===== config.mk =====
export PLATFORM = sky130hd
export DESIGN_NAME = fetch_unit
export DESIGN_NICKNAME = d
export VERILOG_FILES = /design/src/rtl/riscv_pkg.sv /design/src/rtl/fetch_pc_reg.sv /design/src/rtl/fetch_unit.sv
export SDC_FILE = /design/constraint.sdc
export NUM_CORES = 1
export LEC_CHECK = 0
export ABC_AREA = 1
export CELL_PAD_IN_SITES_DETAIL_PLACEMENT = 1
export CELL_PAD_IN_SITES_GLOBAL_PLACEMENT = 1
export CORE_AREA = 2 2 146 119
export CTS_BUF_LIST = sky130_fd_sc_hd__clkbuf_4
export CTS_CLUSTER_DIAMETER = 80
export CTS_CLUSTER_SIZE = 14
export DETAILED_ROUTE_END_ITERATION = 6
export DIE_AREA = 0 0 148 121
export PLACE_DENSITY_LB_ADDON = 0.3
export SYNTH_ARGS = -nofsm -noshare
export SYNTH_HDL_FRONTEND = slang
export SYNTH_HIERARCHICAL = 1
export SYNTH_SLANG_ARGS = --single-unit

===== constraint.sdc =====
create_clock -name clk -period 1.7 [get_ports clk]
set_input_delay 0.255 -clock clk [delete_from_list [all_inputs] [get_ports clk]]
set_output_delay 0.255 -clock clk [all_outputs]
set_load 0.01 [all_outputs]

===== src/rtl/riscv_pkg.sv =====
// Shared RISC-V front-end definitions: fetch FSM states, reset PC, NOP and major opcodes.
package riscv_pkg;

    typedef enum logic [1:0] {
        S_REQ   = 2'd0,
        S_WAIT  = 2'd1,
        S_FULL  = 2'd2,
        S_DRAIN = 2'd3
    } fetch_state_e;

    localparam logic [31:0] RESET_PC_DEFAULT = 32'h0000_0000;
    localparam logic [31:0] NOP_INSTR        = 32'h0000_0013;

    localparam logic [6:0] OPC_LOAD   = 7'b0000011;
    localparam logic [6:0] OPC_STORE  = 7'b0100011;
    localparam logic [6:0] OPC_OP     = 7'b0110011;
    localparam logic [6:0] OPC_BRANCH = 7'b1100011;

endpackage


===== src/rtl/fetch_pc_reg.sv =====
// Program counter with sequential advance and redirect; redirect always wins.
// FETCH_MISALIGN_CHECK_EN: word-align redirect targets and flag misaligned ones (sticky).
module fetch_pc_reg
    import riscv_pkg::*;
#(
    parameter logic [31:0] RESET_PC = RESET_PC_DEFAULT
) (
    input  logic        clk,
    input  logic        rst,
    input  logic        advance_i,
    input  logic        redirect_i,
    input  logic [31:0] redirect_pc_i,
    output logic [31:0] pc_o,
    output logic        misalign_err_o
);

    logic [31:0] pc_q, pc_d;
    logic [31:0] target_pc;

`ifdef FETCH_MISALIGN_CHECK_EN
    logic err_q, err_d;

    assign target_pc = {redirect_pc_i[31:2], 2'b00};

    always_comb begin
        err_d = err_q;
        if (redirect_i && (redirect_pc_i[1:0] != 2'b00)) begin
            err_d = 1'b1;
        end
    end

    always_ff @(posedge clk or negedge rst) begin
        if (!rst) begin
            err_q <= 1'b0;
        end else begin
            err_q <= err_d;
        end
    end

    assign misalign_err_o = err_q;
`else
    assign target_pc      = redirect_pc_i;
    assign misalign_err_o = 1'b0;
`endif

    // NOTE: every always_comb output gets its default first, so no path can infer a latch.
    always_comb begin
        pc_d = pc_q;
        if (redirect_i) begin
            pc_d = target_pc;
        end else if (advance_i) begin
            pc_d = pc_q + 32'd4;
        end
    end

    // NOTE: state registers use <= so all flops sample pre-edge values regardless of block order.
    always_ff @(posedge clk or negedge rst) begin
        if (!rst) begin
            pc_q <= RESET_PC;
        end else begin
            pc_q <= pc_d;
        end
    end

    assign pc_o = pc_q;

endmodule


===== src/rtl/fetch_unit.sv =====
// Single-outstanding instruction fetch: request, wait, hold for decoder, drain on redirect.
// FETCH_MISALIGN_CHECK_EN enables misaligned-redirect detection inside fetch_pc_reg.
module fetch_unit
    import riscv_pkg::*;
#(
    parameter logic [31:0] RESET_PC = RESET_PC_DEFAULT
) (
    input  logic        clk,
    input  logic        rst,
    output logic        imem_req,
    output logic [31:0] imem_addr,
    input  logic        imem_gnt,
    input  logic        imem_rvalid,
    input  logic [31:0] imem_rdata,
    input  logic        redirect,
    input  logic [31:0] redirect_pc,
    output logic        instr_valid,
    input  logic        instr_ready,
    output logic [31:0] instr,
    output logic [31:0] instr_pc,
    output logic        misalign_err
);

    fetch_state_e state_q, state_d;
    logic [31:0]  instr_q, instr_d;
    logic [31:0]  instr_pc_q, instr_pc_d;
    logic [31:0]  pc;

    // Gated by rst so the request is low throughout reset and rises right after release.
    assign imem_req    = rst && (state_q == S_REQ);
    assign imem_addr   = pc;
    assign instr_valid = (state_q == S_FULL);
    assign instr       = instr_q;
    assign instr_pc    = instr_pc_q;

    fetch_pc_reg #(
        .RESET_PC(RESET_PC)
    ) u_pc_reg (
        .clk           (clk),
        .rst           (rst),
        .advance_i     (imem_req && imem_gnt),
        .redirect_i    (redirect),
        .redirect_pc_i (redirect_pc),
        .pc_o          (pc),
        .misalign_err_o(misalign_err)
    );

    always_comb begin
        state_d    = state_q;
        instr_d    = instr_q;
        instr_pc_d = instr_pc_q;
        unique case (state_q)
            S_REQ: begin
                if (redirect) begin
                    state_d = imem_gnt ? S_DRAIN : S_REQ;
                end else if (imem_gnt) begin
                    state_d = S_WAIT;
                end
            end
            S_WAIT: begin
                if (redirect) begin
                    state_d = imem_rvalid ? S_REQ : S_DRAIN;
                end else if (imem_rvalid) begin
                    state_d    = S_FULL;
                    instr_d    = imem_rdata;
                    // pc already advanced past the granted word and cannot have been redirected here.
                    instr_pc_d = pc - 32'd4;
                end
            end
            S_FULL: begin
                if (redirect || instr_ready) begin
                    state_d = S_REQ;
                end
            end
            S_DRAIN: begin
                if (imem_rvalid) begin
                    state_d = S_REQ;
                end
            end
            default: state_d = S_REQ;
        endcase
    end

    always_ff @(posedge clk or negedge rst) begin
        if (!rst) begin
            state_q    <= S_REQ;
            instr_q    <= NOP_INSTR;
            instr_pc_q <= 32'h0000_0000;
        end else begin
            state_q    <= state_d;
            instr_q    <= instr_d;
            instr_pc_q <= instr_pc_d;
        end
    end

endmodule


==> results of run 1 <==
==> layer usage <==
layer | GRT usage, % | vias to the layer above | routed length [µm]
met5 | 0 | - | 0
met4 | 5.36 | 0 | 273
met3 | 4.02 | 22 | 947
met2 | 39.2 | 153 | 10000
met1 | 31.6 | 2964 | 9660
li1 | - | 2918 | -
==> cells in the mapped netlist, types with 5 or more instances <==
master,instances
o21bai_1,11
a22oi_1,19
o21ai_0,21
clkbuf_1,10
nand2_1,317
xor2_1,12
nand4_1,5
dfrtp_1,95
nand3_1,59
nor2_4,7
a21oi_1,10
nor2_2,9
inv_1,51
buf_4,5
nor2_1,92
a31oi_1,5
==> cell families (layout without fill, tap and decap cells) <==
| family | after synthesis | in the layout | share of synthesized area, % |
|---|---|---|---|
| fa+ha+maj | 2 | 2 | 0.454 |
| other cells | 1 | 1 | 0.0680 |
| simple gates | 506 | 506 | 38.4 |
| xor+xnor | 15 | 15 | 2.38 |
| flops | 98 | 98 | 44.5 |
| buf+inv | 76 | 321 | 6.01 |
| compound gates | 72 | 72 | 8.14 |
==> worst min path at each step <==
stage                   from           endpoint  slack (ns)
2_1_floorplan            rst          instr[10]       -0.04
3_3_place_gp             rst  u_pc_reg/pc_o[22]        0.43
3_5_place_dp             rst  u_pc_reg/pc_o[22]        0.43
4_1_cts        imem_rdata[0]           instr[0]        0.22
5_1_grt        imem_rdata[4]           instr[4]        0.23
6_report       imem_rdata[0]           instr[0]        0.26
==> power breakdown <==
part | internal, µW | switching [µW] | leakage (µW)
clock | 331 | 879 | 0.0000572
combinational | 2140 | 2530 | 0.00285
sequential | 3250 | 483 | 0.00117
total | 5720 | 3890 | 0.00408
==> registers in the layout (all words and copies together) (netlist names) <==
signal         flops
instr_pc          32
u_pc_reg/pc_o     32
instr             32
state_q            2
==> area by class of cell <==
class,instances,area (µm²),area share (%)
flip-flops and latches,98,2490,30.2
well taps,220,275,3.34
clock inverters,6,50.0,0.608
clock buffers,10,75.1,0.912
inverters,54,203,2.46
repair buffers,251,2290,27.8
multi-input cells,596,2850,34.6
==> per-stage QoR <==
stage	setup TNS, ns	util, %	cells	hold slack [ns]	instance area, µm²
2_1_floorplan	0	-	770	-0.0406	5520
3_3_place_gp	-0.840	46.9	1173	0.426	7690
3_5_place_dp	-1.34	46.9	1173	0.428	7690
4_1_cts	-0.0955	49.1	1227	0.221	8050
5_1_grt	-0.265	50.2	1235	0.225	8230
6_report	0	50.2	1235	0.260	8230
==> worst max-delay path, cell delays in order (launching register included) <==
cell	delay (ns)
dfrtp_1	0.42
nor2_2	0.19
inv_2	0.09
nor2_2	0.09
buf_2	0.14
==> timing repair <==
item	4_1_cts	5_1_grt
buffers inserted	37	8
gates cloned	0	0
hold buffers	1	0
endpoints found under the setup margin	89	64
endpoints found under the hold margin	95	0
resized for setup	122	51
pin swaps	0	5
==> run summary, run 1 <==
Yosys cell types: 34
Leakage power: 0.00408 µW
Die H: 121 µm
Dominant synthesized flop cell: dfrtp_1
Vias/cell: 4.90
Number of synthesized flops with an enable pin: 0
Crit end category: primary output
Post-Syn Area: 0.00552 mm²
Fraction of layout cells with a size suffix above 1: 19.2%
Final-report hold violation count: 0
Chip width: 148 µm
Total chip power: 9610 µW
Max transition margin: 60.5%
Final period util: 97.8%
Initial antenna violation count: 0
Antenna-violating nets left: 0
Gpl congestion: 0.850
Setup crit start kind: flip-flop
Slew Viols, Final: 0
CTS tree: yes
GR Util All Layers: 23.3%
Global-route wire length before repair: 32,700 µm
CP Max Fanout: 4
Max Root-Sink Buffers: 2
Worst Setup Path Type: flip-flop to primary output
Synth top area cells: dfrtp_1 (43%), nand2_1 (22%), nor2_1 (6.3%)
Asr flop ratio synth: 100%
Die ar.: 0.0179 mm²
Via count: 6,057
Crit path to: imem_req
Pwr dens: 1170 mW/mm²
Worst setup margin: 0.0372 ns
Gr ovfl total: 0
Max IR drop VDD: 0.000383 V
Routed wire length: 20,900 µm
Initial Utilization: 33.6%
Yosys top cell area share: 43.1%
Critical Path RT: 1.44 ns
Drt wl/cell: 16.9 µm
Reg2Reg Depth: 9
Worst hold stages: 3
Yosys top cell by area: dfrtp_1
Measured slew at the worst slew-check pin: 0.593 ns
R2R Path End: instr_pc[20]
Max Freq: 0.601 GHz
Worst Path Arrival: 1.41 ns
Pre-CTS setup slack: -0.0867 ns
Pin count of the biggest net entering global routing: 99
DP HPWL: 14,400 µm
Vias in the first global route: 6,080
RSZ-0062 raised after global routing: true
Mapped Avg Cell Area: 7.16 µm²
# IOs: 169
Final Skew: 0.0235 ns
P&R area growth vs syn: 49.3%
Root Driver: clkbuf_4
Status: finished clean
H-tree depth: 3
Reg-to-reg startpoint: u_pc_reg/pc_o[15]
Max-Cap Viols: 0
FILL cells: 2,114
Total CTS buffers: 9
Post-synthesis cell count: 770
Nets@finish: 1,082
Worst skew pair latency: 0.50 ns
Most frequent cells in the layout: nand2_1 (312), dlygate4sd2_1 (84), buf_4 (78)
Clk pin slew, worst setup/hold paths: 0.16 ns
Site Rows: 42
Share of the yosys chip area belonging to registers: 44.5%
IO Port Bufs: 167
Core Area: 0.0164 mm²
Mapped Nets: 842
Final setup vio count: 0
Antenna diodes: 0
Minimum setup slack among reg-to-reg paths: 0.08 ns
Clock sinks: 98
Tmin final: 1.66 ns
Synthesis-stage register bit count: 98
Drt pass-1 iters: 4
Syn. warnings: 6
DRC errors left: 0
Commonest non-fill, non-tap cell in the layout: nand2_1
Crit. Startpoint: state_q[1]
Drt first-iter violations: 261
Hold crit path type: input pin to flip-flop
No activity file was read; power rests on OpenSTA's default activity.
==> inputs of run 2 (changes only) <==
--- a/config.mk
+++ b/config.mk
@@ -9,7 +9,7 @@
 export CELL_PAD_IN_SITES_DETAIL_PLACEMENT = 1
 export CELL_PAD_IN_SITES_GLOBAL_PLACEMENT = 1
 export CORE_AREA = 2 2 146 119
-export CTS_BUF_LIST = sky130_fd_sc_hd__clkbuf_4
+export CTS_BUF_LIST = sky130_fd_sc_hd__clkbuf_8
 export CTS_CLUSTER_DIAMETER = 80
 export CTS_CLUSTER_SIZE = 14
 export DETAILED_ROUTE_END_ITERATION = 6
==> run summary, run 2 (synthesis results as in run 1) <==
GR Util All Layers: 23.0%
Max Root-Sink Buffers: 2
Most frequent cells in the layout: nand2_1 (310), clkdlybuf4s50_1 (148), nor2_1 (76)
Pin count of the biggest net entering global routing: 99
Crit end category: flip-flop
Worst Setup Path Type: flip-flop to flip-flop
Crit path to: u_pc_reg/pc_o[10]
Antenna-violating nets left: 0
Worst skew pair latency: 0.39 ns
Minimum setup slack among reg-to-reg paths: 0.005 ns
Die H: 121 µm
Critical Path RT: 1.96 ns
Core Area: 0.0164 mm²
Max IR drop VDD: 0.000444 V
Initial Utilization: 33.6%
DP HPWL: 14,400 µm
Max Freq: 0.590 GHz
Clk pin slew, worst setup/hold paths: 0.11 ns
Gpl congestion: 0.850
DRC errors left: 0
Max-Cap Viols: 0
Measured slew at the worst slew-check pin: 0.612 ns
Tmin final: 1.69 ns
Site Rows: 42
Final setup vio count: 0
Drt first-iter violations: 356
Slew Viols, Final: 0
WHS: 0.370 ns
R2R Path End: u_pc_reg/pc_o[10]
Setup crit start kind: flip-flop
Vias/cell: 4.89
Max transition margin: 59.2%
Fraction of layout cells with a size suffix above 1: 18.6%
P&R area growth vs syn: 52.1%
Worst setup margin: 0.00547 ns
Antenna diodes: 0
Final period util: 99.7%
IO Port Bufs: 167
Setup TNS: 0 ns
CTS tree: yes
# IOs: 169
Root Driver: clkbuf_8
Core Util, Final: 51.2%
Pre-CTS setup slack: -0.0867 ns
Clock sinks: 98
Drt pass-1 iters: 4
Leakage power: 0.00388 µW
Global-route wire length before repair: 32,500 µm
Via count: 6,022
RSZ-0062 raised after global routing: true
CP Max Fanout: 17
Nets@finish: 1,078
Status: finished clean
Total CTS buffers: 9
Commonest non-fill, non-tap cell in the layout: nand2_1
Reg-to-reg startpoint: state_q[1]
Routed wire length: 20,900 µm
Gr ovfl total: 0
Worst Path Arrival: 1.95 ns
Vias in the first global route: 6,077
Final-report hold violation count: 0
Pwr dens: 1230 mW/mm²
Chip width: 148 µm
Reg2Reg Depth: 8
Initial antenna violation count: 0
Crit. Startpoint: state_q[1]
Die ar.: 0.0179 mm²
Final Skew: 0.0102 ns
Drt wl/cell: 17.0 µm
H-tree depth: 3
Hold crit path type: input pin to flip-flop
[run 2: per-stage QoR]
| step | cells | total power, µW | cell area, µm² |
|---|---|---|---|
| 6_report | 1231 | 10300 | 8390 |
| 5_1_grt | 1231 | 11100 | 8390 |
| 4_1_cts | 1219 | 10300 | 8120 |
| 3_5_place_dp | 1173 | 8660 | 7690 |
| 3_3_place_gp | 1173 | 8530 | 7690 |
| 2_1_floorplan | 770 | 5800 | 5520 |
[run 2: power by group]
| group | leakage [µW] | internal [µW] | total [µW] | switching, µW |
|---|---|---|---|---|
| sequential | 0.00117 | 3260 | 3820 | 558 |
| combinational | 0.00262 | 2600 | 5070 | 2470 |
| clock | 0.0000812 | 542 | 1460 | 916 |
| total | 0.00388 | 6400 | 10300 | 3940 |
[run 2: final cells by class]
cell class	instances	area, µm²
clock buffers	9	124
clock inverters	7	53.8
fillers	2083	8010
inverters	54	205
multi-input cells	596	2870
flip-flops and latches	98	2490
well taps	220	275
repair buffers	247	2370
[run 2: critical path, stage by stage, from the launching register on]
cell and delay (ns):
dfrtp_1 0.41, nor2_2 0.19, inv_2 0.10, nor3_4 0.22, buf_6 0.14, nor2_2 0.06
buf_12 0.15, a22oi_1 0.16, o21ai_0 0.14
[run 2: routing by layer]
layer | share of wire (%) | GRT usage (%)
met1 | 45 | 30.9
met5 | 0 | 0
met4 | 1.3 | 4.64
met3 | 5.4 | 5.34
met2 | 48 | 38.3
[run 2: worst min path at each step]
stage | from | end | slack (ns) | cells past startpoint
2_1_floorplan | rst | instr[10] | -0.04 | 0
3_3_place_gp | rst | u_pc_reg/pc_o[22] | 0.43 | 2
3_5_place_dp | rst | u_pc_reg/pc_o[22] | 0.43 | 2
4_1_cts | imem_rdata[0] | instr[0] | 0.35 | 3
5_1_grt | imem_rdata[4] | instr[4] | 0.35 | 3
6_report | imem_rdata[0] | instr[0] | 0.37 | 3
[run 2: timing repair]
action                                  4_1_cts  5_1_grt
gates resized for setup                      38       56
hold endpoints to repair                     18        0
cloned                                        0        1
pin swaps                                     0        8
endpoints found under the setup margin       47       58
setup buffers                                29       11
hold buffers                                  1        0
